==> src/rtl/mem_wb_stage_pkg.sv <==
// Shared CPU definitions: load-type codes, write-back source codes and
// datapath width. The MEM/WB stage and the write-back mux both import these.
package cpu_defs;

    localparam int XLEN = 32;

    // Load type presented with a load instruction.
    localparam logic [2:0] DM_WORD   = 3'b000;
    localparam logic [2:0] DM_HALF   = 3'b001;
    localparam logic [2:0] DM_HALF_U = 3'b010;
    localparam logic [2:0] DM_BYTE   = 3'b011;
    localparam logic [2:0] DM_BYTE_U = 3'b100;

    // Write-back data source select.
    localparam logic [1:0] WDSEL_ALU = 2'b00;
    localparam logic [1:0] WDSEL_MEM = 2'b01;
    localparam logic [1:0] WDSEL_PC  = 2'b10;
    localparam logic [1:0] WDSEL_IMM = 2'b11;

endpackage

==> src/rtl/mem_wb_stage_if.sv <==
// Bundle between the MEM stage (master) and the MEM/WB register (slave).
//
// Flow semantics: in_valid marks a real instruction on the in_* fields in the
// current cycle; it is taken on the next rising edge unless stall or flush is
// high. There is no ready: the upstream pipeline control owns stall/flush and
// the stage never back-pressures. valid marks a real instruction in WB.
interface mem_wb_stage_if #(
    parameter int XLEN  = cpu_defs::XLEN,
    parameter int RA_W  = 5,
    parameter int CNT_W = 32
);
    // pipeline control
    logic              stall;
    logic              flush;
    // MEM-stage side
    logic              in_valid;
    logic [XLEN-1:0]   in_aluout;
    logic [XLEN-1:0]   in_memword;
    logic [2:0]        in_DMType;
    logic              in_MemRead;
    logic [XLEN-1:0]   in_immout;
    logic [XLEN-1:0]   in_pcplus4;
    logic [1:0]        in_WDSel;
    logic [RA_W-1:0]   in_rd;
    logic              in_RegWrite;
    // WB side
    logic              valid;
    logic [XLEN-1:0]   dout;
    logic [XLEN-1:0]   aluout;
    logic [XLEN-1:0]   immout;
    logic [XLEN-1:0]   resetAddr;
    logic [1:0]        WDSel;
    logic [RA_W-1:0]   rd;
    logic              RegWrite;
    logic              misalign_err;
    logic [CNT_W-1:0]  retire_cnt;

    modport master (
        output stall, flush, in_valid, in_aluout, in_memword, in_DMType,
               in_MemRead, in_immout, in_pcplus4, in_WDSel, in_rd, in_RegWrite,
        input  valid, dout, aluout, immout, resetAddr, WDSel, rd, RegWrite,
               misalign_err, retire_cnt
    );

    modport slave (
        input  stall, flush, in_valid, in_aluout, in_memword, in_DMType,
               in_MemRead, in_immout, in_pcplus4, in_WDSel, in_rd, in_RegWrite,
        output valid, dout, aluout, immout, resetAddr, WDSel, rd, RegWrite,
               misalign_err, retire_cnt
    );
endinterface

==> src/rtl/mem_wb_stage_load_extract.sv <==
// Combinational load aligner: picks the addressed byte/half from a raw
// little-endian memory word and extends it. Also reports whether the offset
// is illegal for the access size (undefined types behave like lw).
module load_extract
    import cpu_defs::*;
(
    input  logic [XLEN-1:0] word,
    input  logic [1:0]      off,
    input  logic [2:0]      DMType,
    output logic [XLEN-1:0] data,
    output logic            misaligned
);

    logic [15:0] half_v;
    logic [7:0]  byte_v;

    // Lane select, then extension by load type.
    always_comb begin
        half_v     = off[1] ? word[31:16] : word[15:0];
        byte_v     = word[7:0];
        data       = word;
        misaligned = 1'b0;
        case (off)
            2'd1:    byte_v = word[15:8];
            2'd2:    byte_v = word[23:16];
            2'd3:    byte_v = word[31:24];
            default: byte_v = word[7:0];
        endcase
        case (DMType)
            DM_HALF: begin
                data       = {{(XLEN-16){half_v[15]}}, half_v};
                misaligned = off[0];
            end
            DM_HALF_U: begin
                data       = {{(XLEN-16){1'b0}}, half_v};
                misaligned = off[0];
            end
            DM_BYTE:   data = {{(XLEN-8){byte_v[7]}}, byte_v};
            DM_BYTE_U: data = {{(XLEN-8){1'b0}}, byte_v};
            default: begin
                data       = word;
                misaligned = (off != 2'b00);
            end
        endcase
    end

endmodule

==> src/rtl/mem_wb_stage.sv <==
// MEM/WB pipeline register. Aligns load data before the register, gates the
// register-file write (x0, bubbles, misaligned loads), flags misaligned loads
// for one cycle and counts retired instructions.
module mem_wb_stage
    import cpu_defs::*;
#(
    parameter int XLEN  = cpu_defs::XLEN,
    parameter int RA_W  = 5,
    parameter int CNT_W = 32
) (
    input logic           clk,
    input logic           rst,
    mem_wb_stage_if.slave bus
);

    logic [XLEN-1:0] ext_data;
    logic            ext_misaligned;
    logic            misaligned;
    logic            wr_en;

    load_extract u_load_extract (
        .word       (bus.in_memword),
        .off        (bus.in_aluout[1:0]),
        .DMType     (bus.in_DMType),
        .data       (ext_data),
        .misaligned (ext_misaligned)
    );

    // Misalignment only matters for a real load; a faulting load never writes.
    always_comb begin
        misaligned = bus.in_valid & bus.in_MemRead & ext_misaligned;
        wr_en      = bus.in_valid & bus.in_RegWrite &
                     (bus.in_rd != RA_W'(0)) & ~misaligned;
    end

    // Stage register: rst > flush > stall > capture. Flush keeps the counter.
    always_ff @(posedge clk) begin
        if (rst) begin
            bus.valid        <= 1'b0;
            bus.dout         <= '0;
            bus.aluout       <= '0;
            bus.immout       <= '0;
            bus.resetAddr    <= '0;
            bus.WDSel        <= WDSEL_ALU;
            bus.rd           <= '0;
            bus.RegWrite     <= 1'b0;
            bus.misalign_err <= 1'b0;
            bus.retire_cnt   <= '0;
        end else if (bus.flush) begin
            bus.valid        <= 1'b0;
            bus.dout         <= '0;
            bus.aluout       <= '0;
            bus.immout       <= '0;
            bus.resetAddr    <= '0;
            bus.WDSel        <= WDSEL_ALU;
            bus.rd           <= '0;
            bus.RegWrite     <= 1'b0;
            bus.misalign_err <= 1'b0;
        end else if (bus.stall) begin
            // hold everything; the error flag is a single-cycle pulse
            bus.misalign_err <= 1'b0;
        end else begin
            bus.valid        <= bus.in_valid;
            bus.dout         <= bus.in_MemRead ? ext_data : '0;
            bus.aluout       <= bus.in_aluout;
            bus.immout       <= bus.in_immout;
            bus.resetAddr    <= bus.in_pcplus4;
            bus.WDSel        <= bus.in_WDSel;
            bus.rd           <= bus.in_rd;
            bus.RegWrite     <= wr_en;
            bus.misalign_err <= misaligned;
            if (bus.in_valid) begin
                bus.retire_cnt <= bus.retire_cnt + CNT_W'(1);
            end
        end
    end

endmodule

==> src/flat_wrapper.sv <==
// flat-port wrapper written by rule: the top's interface ports become plain ports
module mem_wb_stage_flat import cpu_defs::*;
#(
    parameter int XLEN  = cpu_defs::XLEN,
    parameter int RA_W  = 5,
    parameter int CNT_W = 32
)
  (clk, rst, bus_stall, bus_flush, bus_in_valid, bus_in_aluout, bus_in_memword, bus_in_DMType, bus_in_MemRead, bus_in_immout, bus_in_pcplus4, bus_in_WDSel, bus_in_rd, bus_in_RegWrite, bus_valid, bus_dout, bus_aluout, bus_immout, bus_resetAddr, bus_WDSel, bus_rd, bus_RegWrite, bus_misalign_err, bus_retire_cnt);
  mem_wb_stage_if #(.XLEN(XLEN), .RA_W(RA_W), .CNT_W(CNT_W)) bus_i ();
  input logic clk;
  input logic rst;
  input wire logic [$bits(bus_i.stall)-1:0] bus_stall;
  input wire logic [$bits(bus_i.flush)-1:0] bus_flush;
  input wire logic [$bits(bus_i.in_valid)-1:0] bus_in_valid;
  input wire logic [$bits(bus_i.in_aluout)-1:0] bus_in_aluout;
  input wire logic [$bits(bus_i.in_memword)-1:0] bus_in_memword;
  input wire logic [$bits(bus_i.in_DMType)-1:0] bus_in_DMType;
  input wire logic [$bits(bus_i.in_MemRead)-1:0] bus_in_MemRead;
  input wire logic [$bits(bus_i.in_immout)-1:0] bus_in_immout;
  input wire logic [$bits(bus_i.in_pcplus4)-1:0] bus_in_pcplus4;
  input wire logic [$bits(bus_i.in_WDSel)-1:0] bus_in_WDSel;
  input wire logic [$bits(bus_i.in_rd)-1:0] bus_in_rd;
  input wire logic [$bits(bus_i.in_RegWrite)-1:0] bus_in_RegWrite;
  output wire logic [$bits(bus_i.valid)-1:0] bus_valid;
  output wire logic [$bits(bus_i.dout)-1:0] bus_dout;
  output wire logic [$bits(bus_i.aluout)-1:0] bus_aluout;
  output wire logic [$bits(bus_i.immout)-1:0] bus_immout;
  output wire logic [$bits(bus_i.resetAddr)-1:0] bus_resetAddr;
  output wire logic [$bits(bus_i.WDSel)-1:0] bus_WDSel;
  output wire logic [$bits(bus_i.rd)-1:0] bus_rd;
  output wire logic [$bits(bus_i.RegWrite)-1:0] bus_RegWrite;
  output wire logic [$bits(bus_i.misalign_err)-1:0] bus_misalign_err;
  output wire logic [$bits(bus_i.retire_cnt)-1:0] bus_retire_cnt;
  assign bus_i.stall = bus_stall;
  assign bus_i.flush = bus_flush;
  assign bus_i.in_valid = bus_in_valid;
  assign bus_i.in_aluout = bus_in_aluout;
  assign bus_i.in_memword = bus_in_memword;
  assign bus_i.in_DMType = bus_in_DMType;
  assign bus_i.in_MemRead = bus_in_MemRead;
  assign bus_i.in_immout = bus_in_immout;
  assign bus_i.in_pcplus4 = bus_in_pcplus4;
  assign bus_i.in_WDSel = bus_in_WDSel;
  assign bus_i.in_rd = bus_in_rd;
  assign bus_i.in_RegWrite = bus_in_RegWrite;
  assign bus_valid = bus_i.valid;
  assign bus_dout = bus_i.dout;
  assign bus_aluout = bus_i.aluout;
  assign bus_immout = bus_i.immout;
  assign bus_resetAddr = bus_i.resetAddr;
  assign bus_WDSel = bus_i.WDSel;
  assign bus_rd = bus_i.rd;
  assign bus_RegWrite = bus_i.RegWrite;
  assign bus_misalign_err = bus_i.misalign_err;
  assign bus_retire_cnt = bus_i.retire_cnt;
  mem_wb_stage #(.XLEN(XLEN), .RA_W(RA_W), .CNT_W(CNT_W)) u_core (.clk(clk), .rst(rst), .bus(bus_i));
endmodule
==> config.mk <==
export PLATFORM = sky130hd
export DESIGN_NAME = mem_wb_stage_flat
export DESIGN_NICKNAME = d
export VERILOG_FILES = /design/src/rtl/mem_wb_stage_pkg.sv /design/src/rtl/mem_wb_stage_if.sv /design/src/rtl/mem_wb_stage_load_extract.sv /design/src/rtl/mem_wb_stage.sv /design/src/flat_wrapper.sv
export SDC_FILE = /design/constraint.sdc
export NUM_CORES = 1
export LEC_CHECK = 0
export CORE_MARGIN = 3
export CORE_UTILIZATION = 32
export CTS_CLUSTER_DIAMETER = 40
export DETAILED_ROUTE_END_ITERATION = 6
export GPL_TIMING_DRIVEN = 0
export PLACE_DENSITY = 0.71
export SYNTH_ARGS = -nofsm -noshare
export SYNTH_HDL_FRONTEND = slang
export SYNTH_SLANG_ARGS = --single-unit
==> constraint.sdc <==
create_clock -name clk -period 2.43 [get_ports clk]
set_clock_uncertainty 0.05 [all_clocks]
set_input_delay 0.3645 -clock clk [delete_from_list [all_inputs] [get_ports clk]]
set_output_delay 0.3645 -clock clk [all_outputs]
set_load 0.01 [all_outputs]
## After elaboration in Yosys (flattened, before gate mapping)

Index checks and enable logic that the tools add are counted.

| storage, ports and cells | value |
|---|---|
| flip-flop bits (word level) | 170 |
| input port bits | 145 |
| output and inout port bits | 170 |
| logic and storage cells | 38 |

| operators by class | value |
|---|---|
| add/sub/neg operators | 1 |
| equal/unequal tests | 7 |
| mux-type cells | 5 |
| bitwise logic cells | 8 |
| reduce and logical (&&, ||, !) cells | 7 |

Operator list:

| kind | count |
|---|---|
| $pmux W32 S4 | 1 |
| $add A32 B1 Y32 const B | 1 |
| $mux W32 | 1 |
| $pmux W8 S3 | 1 |
| $mux W16 | 1 |
| $eq A3 B2 Y1 const B | 2 |
| $reduce_or A2 Y1 | 3 |
| $and A1 B1 Y1 | 5 |
| $reduce_bool A5 Y1 | 1 |
| $eq A2 B2 Y1 const B | 2 |
| $eq A3 B1 Y1 const B | 1 |
| $eq A3 B3 Y1 const B | 1 |
| $not A1 Y1 | 3 |
| $reduce_and A3 Y1 | 1 |
| $reduce_or A3 Y1 | 1 |
| $eq A2 B1 Y1 const B | 1 |
| $pmux W1 S2 | 1 |
| $reduce_bool A2 Y1 | 1 |

## Depth between registers and ports, before layout

Gate-level depths: netlist of the first run.

| depth | value |
|---|---|
| depth in word-level cells | 6 |
| gate-level depth with buffers | 8 |
| gate-level depth less buffers | 5 |

## By module

Synthesis of the first run repeated with hierarchy kept, for this count alone.

| unflattened totals | value |
|---|---|
| cell total of the unflattened synthesis | 735 |
| area total of the unflattened synthesis | 7317.0 µm² |

By module, submodules not included:

| module | times used | cells each | area each (µm²) | sequential area each (µm²) |
|---|---|---|---|---|
| mem_wb_stage | 1 | 605 | 6216.0 | 3403.3 |
| load_extract | 1 | 130 | 1101.1 | 0.0 |

## Worst setup path before layout of the first run

Ideal clock, no wire load.

| timing path | value |
|---|---|
| path type | register -> register |
| from | register u_core.bus.retire_cnt[0] in the netlist's numbering |
| to | register u_core.bus.retire_cnt[18] in the netlist's numbering |
| setup time | 70 ps |
| arrival time | 1980 ps |
| data required time | 2310 ps |
| path slack | 329 ps |
| stages on the path, launching flop included | 7 |
| buffers on the path | 1 |
| clock period less this slack | 2101 ps |
| cells stage by stage | dfxtp_1 > ha_1 > nand3b_1 > or4_4 > buf_6 > or4_1 > a21oi_1 |

| between the ends | value |
|---|---|
| longest elaborated chain between the ends | 1 |

RTL lines:

| what | RTL line | source |
|---|---|---|
| start: declaration | mem_wb_stage_if.sv:49 | `misalign_err, retire_cnt` |
| start signal: assignment | mem_wb_stage.sv:73 | `bus.retire_cnt <= bus.retire_cnt + CNT_W'(1);` |
| $add A32 B1 Y32 | mem_wb_stage.sv:73 |  |

Every way passes these cells.
A chain may end at the register's enable or synchronous reset.

## Worst setup path in the final report of the first run

| timing path | value |
|---|---|
| from | input port bus_in_valid |
| to | register u_core.bus.retire_cnt[13] in the netlist's numbering |

| between the ends | value |
|---|---|
| longest elaborated chain between the ends | 1 |

RTL lines:

| what | RTL line | source |
|---|---|---|
| start: declaration | flat_wrapper.sv:14 | `input wire logic [$bits(bus_i.in_valid)-1:0] bus_in_valid;` |
| $reduce_and A3 Y1 (no source line) | -- |  |

Every way passes these cells.

==> results of run 1 <==
## registers in the layout (all words and copies together) (netlist names)
signal and flops:
u_core.bus.aluout 32, u_core.bus.dout 32, u_core.bus.immout 32, u_core.bus.resetAddr 32
u_core.bus.retire_cnt 32, u_core.bus.rd 5, u_core.bus.WDSel 2, u_core.bus.RegWrite 1
u_core.bus.misalign_err 1, u_core.bus.valid 1
## logic make-up after synthesis
| kind of cell | after synthesis | share of synthesized area |
|---|---|---|
| DFF | 170 | 0.4778 |
| muxes | 127 | 0.1814 |
| buffers and inverters | 73 | 0.04110 |
| xor gates and xnor gates | 10 | 0.01230 |
| AOI/OAI and AO/OA | 134 | 0.1244 |
| and+or+nand+nor | 249 | 0.1613 |
| adders and majority gates | 1 | 0.001756 |
## layout by cell type (no fill, tap or decap), types with 6 or more instances in the layout
cell,synthesis,routed
mux2i_1,119,119
o31ai_1,8,8
clkbuf_1,49,50
nor3_1,11,11
o21ai_0,20,20
a222oi_1,7,7
nand4_1,6,6
o2111ai_1,16,16
nor2b_1,7,7
mux2_2,6,6
o311ai_0,7,7
buf_1,7,7
or4_1,12,12
nand3_1,10,10
or3_1,11,11
dfxtp_1,170,170
clkbuf_16,0,17
xnor2_1,9,9
nor2_1,120,120
clkdlybuf4s50_1,0,310
a211oi_1,10,10
nand2_1,54,54
o221ai_1,7,7
inv_1,11,11
a21oi_1,50,50
## area by class of cell
cell class              count  area (um2)
fillers                  1973       10270
multi-input cells         521        3431
flip-flops and latches    170        3403
repair buffers            310        3103
clock buffers              18       429.2
well taps                 275       344.1
plain buffers              61       247.7
clock inverters            14       150.1
inverters                  12       45.04
## cells in the mapped netlist (all sizes together), types with 3 or more instances
library cell / count
o31ai: 8
buf: 12
nand4: 6
o311ai: 7
dfxtp: 170
o21ai: 22
nor3: 11
mux2: 7
or3: 11
nor2: 120
nand3: 10
clkbuf: 49
a21oi: 50
o221ai: 7
nand2: 54
o2111ai: 16
a211oi: 10
and4: 3
a222oi: 7
xnor2: 9
inv: 12
or4: 13
mux2i: 119
nor2b: 7
## where the power goes
group | total, mW | switching, mW | leakage [nW] | internal (mW)
combinational | 0.886 | 0.404 | 2.47 | 0.482
sequential | 2.89 | 0.0399 | 1.38 | 2.86
clock | 2.67 | 1.29 | 0.284 | 1.38
total | 6.45 | 1.74 | 4.13 | 4.71
## critical path: stages
cell             delay, ps
clkdlybuf4s50_1        580
nand3b_4               170
or4_1                  660
clkbuf_1               290
or3_1                  360
a21oi_1                140
## metal layers
metal	global-route usage	vias to the layer above
met1	0.2389	3199
met2	0.3336	259
li1	-	3386
met4	0.05627	0
met3	0.07204	36
met5	0	-
## final timing paths
path | from | end | slack, ps | cells past startpoint
setup / recovery | bus_in_valid | u_core.bus.retire_cnt[13] | 150 | 6
hold / removal | u_core.bus.dout[21] | u_core.bus.dout[21] | 410 | 2
setup reg to reg | u_core.bus.retire_cnt[15] | u_core.bus.retire_cnt[29] | 160 | 5
hold reg to reg | u_core.bus.dout[21] | u_core.bus.dout[21] | 410 | 2
## metrics by stage
step / setup WS, ps / TNS (ps)
2_1_floorplan: 329.4 / 0
3_3_place_gp: -268.7 / -17940
3_5_place_dp: -329.3 / -18330
4_1_cts: 131.8 / 0
5_1_grt: 9.736 / 0
6_report: 148.1 / 0
==> results.cfg, run 1 <==
[run_status]
status = completed

[cts]
clkSinkCount = 170
post_cts_buffers = 0
cts.reportedPaths.clkPinSlew_ps = 80
post_cts_resized = 0
clockBufferDepth = 2
cts_hold_buf = 0
numCtsBuffers = 17
h-tree-depth = 4
cts-root-buf = clkbuf_16
clk_latency_ps = 420
cts_tree = built

[hold_path]
hold_class = flop to flop

[detailed_routing]
first_pass_iters = 5
vias = 6880
wl_um = 24370
dr.first_iter.drc_count = 404
wl_met3_um = 2113
ant_nets = 0
dr_wl_met2_um = 11770
drc_errors = 0
routed.top_layer = met4
wirelength_met1_um = 9932
wl_per_cell_um = 17.64
via_per_inst = 4.982

[die]
io_pins = 315
die-area_um2 = 24090
coreArea_um2 = 21420
start_util = 0.3326
fp.dieH_um = 155.2
die_w_um = 155.2
rows = 53

[setup_path]
end_kind = flop
critPathMaxFanout = 10
crit_required_ps = 2730
critPathKind = input pin to flop
crit_arrival_ps = 2580
start_kind = input pin

[global_routing]
antenna_found_initial = 0
grt_pass1_vias = 6839
grt_pass1_wl_um = 37940
grt_max_degree = 19
grt_overflow = 0
grt_usage = 0.1981

[timing]
slew_viol_final = 0
rsz0062_at_grt = no
hold_viol_final = 0
setup_viol = 0
relSlewSlack = 0.4821
fin_crit_sh = 0.9390
fmax_mhz = 438.2
period_minus_slack_ps = 2282
tightest_slew_ps = 776.8
whs_ps = 409.7

[synth]
yosysUniqueCellTypes = 50
syn_area_um2 = 7123
yosys.area.top_type_share = 0.4778
synth_seq_cells = 170
syn_inst = 764
synthFlopType = dfxtp_1
avgSynthCellArea_um2 = 9.323
yosysTopAreaCell = dfxtp_1
synth_fp_nets = 910
yosysSeqAreaShare = 0.4778
synth_area_leaders = dfxtp_1 (48%), mux2i_1 (17%), nor2_1 (6.3%)
synth_edf_count = 0
yosys_warnings = 0
async_flop_share = 0

[cells_and_area]
layout.cells.non_filler = 1381
final_nets = 1239
syn2layout_area_growth_pct = 56.58
layout-drive-gt1-share = 0.04521
post-route-util = 0.5207
diodes = 0
stdcell_area_um2 = 11150

[placed_design]
gp_congestion = 0.9065
dp.cells = 1349
dpl.hpwl_um = 18910
port_buffers = 310
placedInstanceArea_um2 = 10570

[pwr]
p_leak_nw = 4.133
p_per_area_nw_per_um2 = 578.4
ir_worst_vdd_uv = 410.1
finalPower_mw = 6.451

[run]
drv_cap = 0
Note: power is estimated with default switching activity, not from simulation.
==> run 2, diff against run 1 <==
--- a/config.mk
+++ b/config.mk
@@ -5,12 +5,14 @@
 export SDC_FILE = /design/constraint.sdc
 export NUM_CORES = 1
 export LEC_CHECK = 0
+export CAP_MARGIN = 15
 export CORE_MARGIN = 3
 export CORE_UTILIZATION = 32
 export CTS_CLUSTER_DIAMETER = 40
 export DETAILED_ROUTE_END_ITERATION = 6
 export GPL_TIMING_DRIVEN = 0
 export PLACE_DENSITY = 0.71
+export SKIP_CTS_REPAIR_TIMING = 1
 export SYNTH_ARGS = -nofsm -noshare
 export SYNTH_HDL_FRONTEND = slang
 export SYNTH_SLANG_ARGS = --single-unit
==> results of run 2 <==
The final DEF is identical to that of run 1; final timing and power are the same.
